--- src/rtl/pipe_ctrl_pkg.sv ---
// Shared encodings for the pipeline hazard controller: FSM states, next-PC
// selects and the per-cycle pipeline action chosen by the controller.
package pipe_ctrl_pkg;

    typedef enum logic {
        ST_RUN      = 1'b0,
        ST_MEM_WAIT = 1'b1
    } state_t;

    localparam logic [1:0] PC_SRC_SEQ = 2'd0;
    localparam logic [1:0] PC_SRC_BR  = 2'd1;
    localparam logic [1:0] PC_SRC_JMP = 2'd2;

    typedef enum logic [1:0] {
        ACT_SEQ      = 2'd0,
        ACT_BUBBLE   = 2'd1,
        ACT_REDIRECT = 2'd2,
        ACT_FREEZE   = 2'd3
    } action_t;

    // A jump always wins over a branch when both are present.
    function automatic logic [1:0] redirect_src(input logic jmp);
        return jmp ? PC_SRC_JMP : PC_SRC_BR;
    endfunction

endpackage

--- src/rtl/pipe_hazard_ctrl_if.sv ---
// Bundle of pipeline-side hazard inputs and controller outputs.
// master = pipeline datapath side, slave = hazard controller side.
interface pipe_hazard_ctrl_if #(
    parameter int REG_W = 5,
    parameter int CNT_W = 32
);
    logic [REG_W-1:0] ifid_rs_i;
    logic [REG_W-1:0] ifid_rt_i;
    logic             ifid_uses_rt_i;
    logic [REG_W-1:0] idex_rt_i;
    logic             idex_memread_i;
    logic             branch_taken_i;
    logic             jump_i;
    logic             mem_busy_i;

    logic             pc_write_o;
    logic [1:0]       pc_src_o;
    logic             ifid_write_o;
    logic             pipe_stall_o;
    logic             ifid_flush_o;
    logic             idex_flush_o;
    logic             exmem_flush_o;
    logic             timeout_o;
    logic [CNT_W-1:0] stall_cnt_o;
    logic [CNT_W-1:0] flush_cnt_o;

    modport master (
        output ifid_rs_i, ifid_rt_i, ifid_uses_rt_i, idex_rt_i, idex_memread_i,
               branch_taken_i, jump_i, mem_busy_i,
        input  pc_write_o, pc_src_o, ifid_write_o, pipe_stall_o, ifid_flush_o,
               idex_flush_o, exmem_flush_o, timeout_o, stall_cnt_o, flush_cnt_o
    );

    modport slave (
        input  ifid_rs_i, ifid_rt_i, ifid_uses_rt_i, idex_rt_i, idex_memread_i,
               branch_taken_i, jump_i, mem_busy_i,
        output pc_write_o, pc_src_o, ifid_write_o, pipe_stall_o, ifid_flush_o,
               idex_flush_o, exmem_flush_o, timeout_o, stall_cnt_o, flush_cnt_o
    );

endinterface

--- src/rtl/pipe_hazard_ctrl_load_use.sv ---
// Load-use detector: the load in EX writes a register the ID instruction reads.
// Register 0 is hardwired, so a load targeting it never creates a hazard.
module load_use_detect #(
    parameter int REG_W = 5
) (
    input  logic [REG_W-1:0] i_ifid_rs,
    input  logic [REG_W-1:0] i_ifid_rt,
    input  logic             i_ifid_uses_rt,
    input  logic [REG_W-1:0] i_idex_rt,
    input  logic             i_idex_memread,
    output logic             o_load_use
);
    logic w_rs_hit;
    logic w_rt_hit;
    logic w_dst_live;

    assign w_dst_live = (i_idex_rt != '0);
    assign w_rs_hit   = (i_idex_rt == i_ifid_rs);
    assign w_rt_hit   = i_ifid_uses_rt & (i_idex_rt == i_ifid_rt);
    assign o_load_use = i_idex_memread & w_dst_live & (w_rs_hit | w_rt_hit);

endmodule

--- src/rtl/pipe_hazard_ctrl.sv ---
// Hazard/sequencing controller for the 5-stage MIPS pipeline (load-use, MEM-stage
// redirects, data-memory wait with timeout). Optional perf counters: HAZARD_PERF_CNT_EN.
module pipe_hazard_ctrl
    import pipe_ctrl_pkg::*;
#(
    parameter int REG_W   = 5,
    parameter int TIMEOUT = 255,
    parameter int CNT_W   = 32
) (
    input logic               clk_i,
    input logic               rst_i,
    pipe_hazard_ctrl_if.slave bus
);
    localparam int                 WCNT_W    = $clog2(TIMEOUT + 1);
    localparam logic [WCNT_W-1:0] WAIT_ONE  = WCNT_W'(1);
    localparam logic [WCNT_W-1:0] WAIT_LAST = WCNT_W'(TIMEOUT - 1);
    localparam logic [WCNT_W-1:0] WAIT_MAX  = WCNT_W'(TIMEOUT);

    state_t            r_state;
    state_t            w_state_nxt;
    logic              r_br_pend;
    logic              r_jmp_pend;
    logic              w_br_pend_nxt;
    logic              w_jmp_pend_nxt;
    logic [WCNT_W-1:0] r_wait_cnt;
    logic [WCNT_W-1:0] w_wait_cnt_nxt;
    logic              r_timeout;
    logic              w_timeout_nxt;

    logic              w_load_use;
    action_t           w_run_action;
    action_t           w_action;
    logic [1:0]        w_redir_src;

    logic              w_pc_write;
    logic [1:0]        w_pc_src;
    logic              w_ifid_write;
    logic              w_pipe_stall;
    logic              w_ifid_flush;
    logic              w_idex_flush;
    logic              w_exmem_flush;

    load_use_detect #(
        .REG_W (REG_W)
    ) u_load_use (
        .i_ifid_rs      (bus.ifid_rs_i),
        .i_ifid_rt      (bus.ifid_rt_i),
        .i_ifid_uses_rt (bus.ifid_uses_rt_i),
        .i_idex_rt      (bus.idex_rt_i),
        .i_idex_memread (bus.idex_memread_i),
        .o_load_use     (w_load_use)
    );

    // Action the RUN rules pick for the current inputs, ignoring mem_busy_i.
    assign w_run_action = (bus.jump_i | bus.branch_taken_i) ? ACT_REDIRECT :
                          w_load_use                        ? ACT_BUBBLE   :
                                                              ACT_SEQ;

    always_ff @(posedge clk_i or negedge rst_i) begin
        if (!rst_i) begin
            r_state    <= ST_RUN;
            r_br_pend  <= 1'b0;
            r_jmp_pend <= 1'b0;
            r_wait_cnt <= '0;
            r_timeout  <= 1'b0;
        end else begin
            r_state    <= w_state_nxt;
            r_br_pend  <= w_br_pend_nxt;
            r_jmp_pend <= w_jmp_pend_nxt;
            r_wait_cnt <= w_wait_cnt_nxt;
            r_timeout  <= w_timeout_nxt;
        end
    end

    always_comb begin
        w_state_nxt    = r_state;
        w_br_pend_nxt  = r_br_pend;
        w_jmp_pend_nxt = r_jmp_pend;
        w_wait_cnt_nxt = r_wait_cnt;
        w_timeout_nxt  = r_timeout;
        w_action       = ACT_SEQ;
        w_redir_src    = PC_SRC_SEQ;

        case (r_state)
            ST_RUN: begin
                if (bus.mem_busy_i) begin
                    w_action       = ACT_FREEZE;
                    w_br_pend_nxt  = bus.branch_taken_i;
                    w_jmp_pend_nxt = bus.jump_i;
                    w_wait_cnt_nxt = WAIT_ONE;
                    w_state_nxt    = ST_MEM_WAIT;
                end else begin
                    w_action    = w_run_action;
                    w_redir_src = redirect_src(bus.jump_i);
                end
            end
            ST_MEM_WAIT: begin
                if (bus.mem_busy_i) begin
                    w_action = ACT_FREEZE;
                    if (r_wait_cnt != WAIT_MAX) begin
                        w_wait_cnt_nxt = r_wait_cnt + WAIT_ONE;
                    end
                    if (r_wait_cnt == WAIT_LAST) begin
                        w_timeout_nxt = 1'b1;
                    end
                end else begin
                    // Redirect captured on entry takes precedence over live inputs.
                    if (r_jmp_pend | r_br_pend) begin
                        w_action    = ACT_REDIRECT;
                        w_redir_src = redirect_src(r_jmp_pend);
                    end else begin
                        w_action    = w_run_action;
                        w_redir_src = redirect_src(bus.jump_i);
                    end
                    w_br_pend_nxt  = 1'b0;
                    w_jmp_pend_nxt = 1'b0;
                    w_wait_cnt_nxt = '0;
                    w_state_nxt    = ST_RUN;
                end
            end
            default: begin
                w_br_pend_nxt  = 1'b0;
                w_jmp_pend_nxt = 1'b0;
                w_wait_cnt_nxt = '0;
                w_state_nxt    = ST_RUN;
            end
        endcase
    end

    always_comb begin
        w_pc_write    = 1'b1;
        w_pc_src      = PC_SRC_SEQ;
        w_ifid_write  = 1'b1;
        w_pipe_stall  = 1'b0;
        w_ifid_flush  = 1'b0;
        w_idex_flush  = 1'b0;
        w_exmem_flush = 1'b0;

        if (!rst_i) begin
            w_pc_write   = 1'b0;
            w_ifid_write = 1'b0;
            w_pipe_stall = 1'b1;
        end else begin
            case (w_action)
                ACT_FREEZE: begin
                    w_pc_write   = 1'b0;
                    w_ifid_write = 1'b0;
                    w_pipe_stall = 1'b1;
                end
                ACT_BUBBLE: begin
                    w_pc_write   = 1'b0;
                    w_ifid_write = 1'b0;
                    w_idex_flush = 1'b1;
                end
                ACT_REDIRECT: begin
                    w_pc_src      = w_redir_src;
                    w_ifid_flush  = 1'b1;
                    w_idex_flush  = 1'b1;
                    w_exmem_flush = 1'b1;
                end
                default: ;
            endcase
        end
    end

    assign bus.pc_write_o    = w_pc_write;
    assign bus.pc_src_o      = w_pc_src;
    assign bus.ifid_write_o  = w_ifid_write;
    assign bus.pipe_stall_o  = w_pipe_stall;
    assign bus.ifid_flush_o  = w_ifid_flush;
    assign bus.idex_flush_o  = w_idex_flush;
    assign bus.exmem_flush_o = w_exmem_flush;
    assign bus.timeout_o     = r_timeout;

`ifdef HAZARD_PERF_CNT_EN
    logic [CNT_W-1:0] r_stall_cnt;
    logic [CNT_W-1:0] r_flush_cnt;

    always_ff @(posedge clk_i or negedge rst_i) begin
        if (!rst_i) begin
            r_stall_cnt <= '0;
            r_flush_cnt <= '0;
        end else begin
            if (!w_pc_write) begin
                r_stall_cnt <= r_stall_cnt + CNT_W'(1);
            end
            if (w_ifid_flush) begin
                r_flush_cnt <= r_flush_cnt + CNT_W'(1);
            end
        end
    end

    assign bus.stall_cnt_o = r_stall_cnt;
    assign bus.flush_cnt_o = r_flush_cnt;
`else
    assign bus.stall_cnt_o = {CNT_W{1'b0}};
    assign bus.flush_cnt_o = {CNT_W{1'b0}};
`endif

endmodule

--- src/flat_wrapper.sv ---
// flat-port wrapper written by rule: the top's interface ports become plain ports
module pipe_hazard_ctrl_flat import pipe_ctrl_pkg::*;
#(
    parameter int REG_W   = 5,
    parameter int TIMEOUT = 255,
    parameter int CNT_W   = 32
)
  (clk_i, rst_i, bus_ifid_rs_i, bus_ifid_rt_i, bus_ifid_uses_rt_i, bus_idex_rt_i, bus_idex_memread_i, bus_branch_taken_i, bus_jump_i, bus_mem_busy_i, bus_pc_write_o, bus_pc_src_o, bus_ifid_write_o, bus_pipe_stall_o, bus_ifid_flush_o, bus_idex_flush_o, bus_exmem_flush_o, bus_timeout_o, bus_stall_cnt_o, bus_flush_cnt_o);
  pipe_hazard_ctrl_if #(.REG_W(REG_W), .CNT_W(CNT_W)) bus_i ();
  input logic clk_i;
  input logic rst_i;
  input wire logic [$bits(bus_i.ifid_rs_i)-1:0] bus_ifid_rs_i;
  input wire logic [$bits(bus_i.ifid_rt_i)-1:0] bus_ifid_rt_i;
  input wire logic [$bits(bus_i.ifid_uses_rt_i)-1:0] bus_ifid_uses_rt_i;
  input wire logic [$bits(bus_i.idex_rt_i)-1:0] bus_idex_rt_i;
  input wire logic [$bits(bus_i.idex_memread_i)-1:0] bus_idex_memread_i;
  input wire logic [$bits(bus_i.branch_taken_i)-1:0] bus_branch_taken_i;
  input wire logic [$bits(bus_i.jump_i)-1:0] bus_jump_i;
  input wire logic [$bits(bus_i.mem_busy_i)-1:0] bus_mem_busy_i;
  output wire logic [$bits(bus_i.pc_write_o)-1:0] bus_pc_write_o;
  output wire logic [$bits(bus_i.pc_src_o)-1:0] bus_pc_src_o;
  output wire logic [$bits(bus_i.ifid_write_o)-1:0] bus_ifid_write_o;
  output wire logic [$bits(bus_i.pipe_stall_o)-1:0] bus_pipe_stall_o;
  output wire logic [$bits(bus_i.ifid_flush_o)-1:0] bus_ifid_flush_o;
  output wire logic [$bits(bus_i.idex_flush_o)-1:0] bus_idex_flush_o;
  output wire logic [$bits(bus_i.exmem_flush_o)-1:0] bus_exmem_flush_o;
  output wire logic [$bits(bus_i.timeout_o)-1:0] bus_timeout_o;
  output wire logic [$bits(bus_i.stall_cnt_o)-1:0] bus_stall_cnt_o;
  output wire logic [$bits(bus_i.flush_cnt_o)-1:0] bus_flush_cnt_o;
  assign bus_i.ifid_rs_i = bus_ifid_rs_i;
  assign bus_i.ifid_rt_i = bus_ifid_rt_i;
  assign bus_i.ifid_uses_rt_i = bus_ifid_uses_rt_i;
  assign bus_i.idex_rt_i = bus_idex_rt_i;
  assign bus_i.idex_memread_i = bus_idex_memread_i;
  assign bus_i.branch_taken_i = bus_branch_taken_i;
  assign bus_i.jump_i = bus_jump_i;
  assign bus_i.mem_busy_i = bus_mem_busy_i;
  assign bus_pc_write_o = bus_i.pc_write_o;
  assign bus_pc_src_o = bus_i.pc_src_o;
  assign bus_ifid_write_o = bus_i.ifid_write_o;
  assign bus_pipe_stall_o = bus_i.pipe_stall_o;
  assign bus_ifid_flush_o = bus_i.ifid_flush_o;
  assign bus_idex_flush_o = bus_i.idex_flush_o;
  assign bus_exmem_flush_o = bus_i.exmem_flush_o;
  assign bus_timeout_o = bus_i.timeout_o;
  assign bus_stall_cnt_o = bus_i.stall_cnt_o;
  assign bus_flush_cnt_o = bus_i.flush_cnt_o;
  pipe_hazard_ctrl #(.REG_W(REG_W), .TIMEOUT(TIMEOUT), .CNT_W(CNT_W)) u_core (.clk_i(clk_i), .rst_i(rst_i), .bus(bus_i));
endmodule
--- config.mk ---
export PLATFORM = sky130hd
export DESIGN_NAME = pipe_hazard_ctrl_flat
export DESIGN_NICKNAME = d
export VERILOG_FILES = /design/src/rtl/pipe_ctrl_pkg.sv /design/src/rtl/pipe_hazard_ctrl_if.sv /design/src/rtl/pipe_hazard_ctrl_load_use.sv /design/src/rtl/pipe_hazard_ctrl.sv /design/src/flat_wrapper.sv
export SDC_FILE = /design/constraint.sdc
export NUM_CORES = 1
export LEC_CHECK = 0
export BUFFER_PORTS_ARGS = -buffer_cell sky130_fd_sc_hd__buf_2
export CORE_ASPECT_RATIO = 1.75
export CORE_MARGIN = 4
export CORE_UTILIZATION = 39
export DETAILED_ROUTE_END_ITERATION = 16
export GPL_ROUTABILITY_DRIVEN = 0
export PLACE_DENSITY = 0.75
export SLEW_MARGIN = 20
export SYNTH_ARGS = -nofsm -noshare
export SYNTH_HDL_FRONTEND = slang
export SYNTH_SLANG_ARGS = --single-unit
--- constraint.sdc ---
create_clock -name clk_i -period 1.8 [get_ports clk_i]
set_clock_uncertainty 0.15 [all_clocks]
set_input_delay 0.09 -clock clk_i [delete_from_list [all_inputs] [get_ports clk_i]]
set_output_delay 0.09 -clock clk_i [all_outputs]
set_load 0.005 [all_outputs]
After elaboration in Yosys (flattened, before gate mapping) --
Cells that the tools add are included.
Storage, ports and cells: input port bits 22, logic and storage cells 61, output and inout bits 73, flip-flop bits (word level) 12
Operators by class: bitwise operators 7, equal/unequal tests 10, $add $sub $neg 1, muxes and demuxes 32, reduce and logical (&&, ||, !) cells 6
Operators by type and width (count):
- $mux W8 | 3
- $mux W2 | 11
- $pmux W8 S2 | 1
- $mux W1 | 13
- $eq A5 B5 Y1 | 2
- $add A8 B1 Y8 const B | 1
- $eq A8 B8 Y1 const B | 1
- $ne A8 B8 Y1 const B | 1
- $pmux W2 S2 | 2
- $reduce_bool A5 Y1 | 1
- $eq A2 B2 Y1 const B | 2
- $ne A2 B2 Y1 const B | 2
- $pmux W1 S2 | 2
- $reduce_and A2 Y1 | 2
- $reduce_or A2 Y1 | 2
- $and A1 B1 Y1 | 3
- $ne A3 B3 Y1 const B | 1
- $or A1 B1 Y1 | 3
- $reduce_and A3 Y1 | 1
- $eq A2 B1 Y1 const B | 1
- $not A1 Y1 | 1

Logic depth before layout (Yosys ltp) --
depth in word-level cells 13, gate-level depth with buffers 9, depth with buffers taken out 7

Modules after synthesis --
A second synthesis with hierarchy kept.
Second synthesis, totals: cells, all modules 168, area total of the unflattened synthesis 1401.3 um2
By module, submodules not included:
- pipe_hazard_ctrl | area an instance 1268.7 um2, seq. area each 300.3 um2, times used 1, cells each 151
- load_use_detect | area an instance 132.6 um2, seq. area each 0.0 um2, times used 1, cells each 17

Worst setup path before layout --
No wires, ideal clock.
path type reg-to-reg, start register u_core.r_wait_cnt[1], end register u_core.r_wait_cnt[6], path slack 0.075 ns, path buffers 0, data arrival time 1.455 ns, setup time 0.120 ns, stages on the path, launching flop included 6, required time 1.530 ns, period minus slack after synthesis 1.725 ns, cell sequence dfrtp_1 > ha_1 > nand3_2 > a211oi_2 > a311oi_1 > a41o_2
Between the ends: longest elaborated chain between the ends 4, elaborated cells on any way between the ends 7, classes of those cells add/sub (1); eq/ne (2); mux (3); reduce/logical (1)
RTL lines:
- start: declaration | RTL line pipe_hazard_ctrl.sv:25 | logic [WCNT_W-1:0] r_wait_cnt;
- start signal: assignment | RTL line pipe_hazard_ctrl.sv:70 | r_wait_cnt <= w_wait_cnt_nxt;
- $add A8 B1 Y8 | RTL line pipe_hazard_ctrl.sv:101 | w_wait_cnt_nxt = r_wait_cnt + WAIT_ONE;
- $mux W8 | RTL line pipe_hazard_ctrl.sv:100 | if (r_wait_cnt != WAIT_MAX) begin
- $mux W8 | RTL line pipe_hazard_ctrl.sv:98 | if (bus.mem_busy_i) begin
- $pmux W8 S2 | RTL line pipe_hazard_ctrl.sv:84 | case (r_state)
Parallel ways exist; a longest one is shown, timed or not. The select of a mux whose other input is x is not followed. A chain may end at the register's enable or synchronous reset.

Worst setup path after layout --
start register u_core.r_br_pend, end output port bus_ifid_flush_o
Between the ends: longest elaborated chain between the ends 7
RTL lines:
- start: declaration | RTL line pipe_hazard_ctrl.sv:21 | logic r_br_pend;
- start signal: assignment | RTL line pipe_hazard_ctrl.sv:68 | r_br_pend <= w_br_pend_nxt;
- $or A1 B1 Y1 | RTL line pipe_hazard_ctrl.sv:108 | if (r_jmp_pend | r_br_pend) begin
- $mux W2 | RTL line pipe_hazard_ctrl.sv:108
- $mux W2 | RTL line pipe_hazard_ctrl.sv:98
- $pmux W2 S2 | RTL line pipe_hazard_ctrl.sv:84
- $eq A2 B2 Y1 | RTL line pipe_hazard_ctrl.sv:144 | case (w_action)
- $mux W1 | RTL line pipe_hazard_ctrl.sv:144
- $mux W1 | RTL line pipe_hazard_ctrl.sv:139 | if (!rst_i) begin
- end: declaration | RTL line flat_wrapper.sv:24 | output wire logic [$bits(bus_i.ifid_flush_o)-1:0] bus_ifid_flush_o;
Every way passes these cells.

==> flow_summary.json <==
{
  "hp-class": "primary input to register",
  "synth.distinct_cells": 41,
  "avgSynthCellArea_um2": 8.45,
  "start_util": 0.404,
  "fin_util": 0.463,
  "path_delay_family": "simple AND/OR/NAND/NOR gates",
  "grt_usage": 0.126,
  "rsz0062_at_grt": "yes",
  "synthMuxAreaShare": 0.00775,
  "cts_sinks": 12,
  "placed_cell_area_um2": 1490,
  "finalNonFillerCells": 264,
  "clockBufferDepth": 2,
  "multi_input_area_um2": 910,
  "antenna_found_initial": 0,
  "start_kind": "register",
  "worst-r2r-cell-count": 5,
  "dr.pass1.iters": 5,
  "io_buffers": 30,
  "synth-seq-cells": 12,
  "grt_pass1_vias": 1058,
  "synthArstFlopShare": 1.00,
  "synth_top_area_cell": "buf_4",
  "die_y_um": 88.7,
  "tns_ns": -0.164,
  "synth_xor_area_frac": 0.0904,
  "grt_pass1_wl_mm": 4.47,
  "nNetsFinal": 246,
  "crit_start": "u_core.r_br_pend",
  "cp_common_cell": "buf_6",
  "worst-path-stages": 8,
  "ir_drop_uv": 234,
  "regArea_um2": 300,
  "ys.flop_type": "dfrtp_1",
  "timing.hold.ws_ns": -0.0148,
  "cpMaxStageDelayCell": "dfrtp_1",
  "numCtsBuffers": 3,
  "dpl_worst_slack_ns": -0.110,
  "cp_num_buf_inv": 3,
  "place_hpwl_mm": 2.40,
  "rows": 29,
  "h-tree-depth": 1,
  "fmax_mhz": 542,
  "core_area_um2": 3590,
  "synth_compound_area_frac": 0.165,
  "cp.arrival_ns": 1.61,
  "fin_crit_ns": 1.85,
  "path_clk_slew_ns": 0.05,
  "synthCells": 172,
  "die_area_um2": 4800,
  "yosys.area_share.simple": 0.123,
  "fin_area_um2": 1660,
  "critPathRequiredTime_ns": 1.56,
  "r2r_start": "u_core.r_state",
  "slowest_delay_ns": 0.38,
  "grt_max_degree": 16,
  "synth_edf_count": 0,
  "die_x_um": 54.1,
  "worstSkewPairLatency_ns": 0.24,
  "syn_area_um2": 1450,
  "hold_viol": 1,
  "p_clk_frac": 0.315,
  "rrSetupSlack_ns": 0.17,
  "routed-via-count": 1151,
  "r2r_end": "u_core.r_wait_cnt[6]",
  "antenna_cells": 0,
  "final-setup-viol-count": 5,
  "cap_violations": 0,
  "viasPerCell": 4.36,
  "worstPathCellList": "o21ai_1 -> nand2_1 -> or2_4 -> ha_4 -> nand2_4 -> buf_6 -> inv_4 -> buf_6",
  "violations": "negative hold slack, negative setup slack",
  "grt.overflow.total": 0,
  "synthTopCellsByArea": "buf_4 34%, dfrtp_1 21%, xnor2_1 7.8%",
  "fin_crit_sh": 1.03,
  "synth_top_area_share": 0.341,
  "synthAdderAreaFrac": 0.0345,
  "end_kind": "output pin",
  "status": "finished, violations left",
  "p_leak_nw": 0.839,
  "antenna_left": 0,
  "internal_power_uw": 542,
  "fill_cells": 371,
  "synth_top_family_by_area": "buffers and inverters",
  "total_power_uw": 781,
  "power_frac_seq": 0.369,
  "crit_path_end": "bus_ifid_flush_o",
  "io_pins": 95,
  "power_frac_comb": 0.316,
  "area_growth_pct": 14.6,
  "synth_seq_area_share": 0.207,
  "cts-root-buf": "clkbuf_8",
  "critical_path.max_fanout": 3,
  "critPathKind": "register to output pin",
  "routedWlPerCell_um": 11.2,
  "cts_hold_buffers": 1,
  "wl_mm": 2.96,
  "final.setup.worst_slack_ns": -0.0458,
  "cts_tree": "yes",
  "powerDensity_nw_per_um2": 469,
  "remaining_drc_errors": 0,
  "dp_cells": 256,
  "slew_violations": 0,
  "p_sw_frac": 0.307,
  "drt-initial-drc-count": 24,
  "switchingPower_uw": 240,
  "yosysWarnings": 0,
  "drive_gt1_frac": 0.339
}
==> layout by cell type, fill, tap and decap left out, types with 2 or more instances in the layout <==
cell type,n
a2111oi_4,2
a21oi_1,3
a22o_1,3
buf_2,25
buf_4,17
buf_6,6
clkbuf_8,3
conb_1,64
dfrtp_1,12
ha_1,2
inv_1,5
nand2_1,13
nand3_1,2
nand4_1,2
nor2_1,4
nor2_2,2
o21ai_0,6
o21ai_1,3
xnor2_1,13
xor2_1,2
==> state kept, by name, indices dropped and copies added (netlist names) <==
| signal | count |
|---|---|
| u_core.r_state | 1 |
| u_core.bus.timeout_o | 1 |
| u_core.r_br_pend | 1 |
| u_core.r_jmp_pend | 1 |
| u_core.r_wait_cnt | 8 |
==> cell type report <==
class / count / area share
multi-input combinational: 148 / 0.547
timing repair buffer: 49 / 0.198
inverter: 6 / 0.0150
clock buffer: 3 / 0.0248
sequential: 12 / 0.180
tap: 46 / 0.0346
==> kinds of logic (layout without fill, tap and decap cells) <==
group / after synthesis / in the layout
fa+ha+maj: 4 / 4
buf+inv: 75 / 58
xor+xnor: 15 / 15
compound gates: 29 / 29
simple gates: 35 / 35
other cells: 1 / 64
mux: 1 / 1
flops: 12 / 12
==> synthesized netlist by cell type, types with 2 or more instances <==
cell type,number
a2111oi_4,2
a21oi_1,4
a22o_1,3
buf_4,66
dfrtp_1,12
ha_1,4
inv_1,6
nand2_1,14
nand2b_1,2
nand3_1,2
nand4_1,2
nor2_1,5
o21ai_0,8
o21ai_1,2
xnor2_1,13
xor2_1,2
==> per-layer routing <==
metal	part of all wire	track usage	wire length [um]	vias to the layer above
met2	0.57	0.250	1690	78
met1	0.27	0.107	795	533
met3	0.14	0.0320	412	5
met4	0.021	0.0612	63	0
met5	0	0	0	-
li1	-	-	-	535
==> worst min-delay path by stage <==
stage,from,end,slack [ns],cells after the start
3_5_place_dp,rst_i,u_core.r_br_pend,-0.22,1
5_1_grt,bus_mem_busy_i,u_core.r_state,-0.006,1
2_1_floorplan,rst_i,u_core.bus.timeout_o,-0.36,0
6_report,bus_mem_busy_i,u_core.r_state,-0.01,1
4_1_cts,bus_mem_busy_i,u_core.r_state,-0.03,1
3_3_place_gp,rst_i,u_core.r_br_pend,-0.22,1
==> power by group through the flow <==
stage                     registers (mW)  clock network [mW]  logic, mW
after floorplan                    0.295                   0      0.216
after global placement             0.293                   0      0.199
after detailed placement           0.294                   0      0.203
after CTS                          0.288               0.256      0.229
after global routing               0.289               0.265      0.279
final                              0.288               0.246      0.247
==> worst register-to-register path, delay by kind of cell (launching register included) <==
kind	cells	cell delay (ns)
AO/OA/AOI/OAI	3	0.64
flip-flops	1	0.38
AND/OR/NAND/NOR	1	0.18
buffers and inverters	1	0.17
==> repair_timing <==
item	4_1_cts	5_1_grt
pin swaps	10	3
setup buffers	2	2
setup endpoints to repair	6	6
endpoints found under the hold margin	13	1
cloned	0	0
gates resized for setup	16	8
No activity file was read; power rests on OpenSTA's default activity.
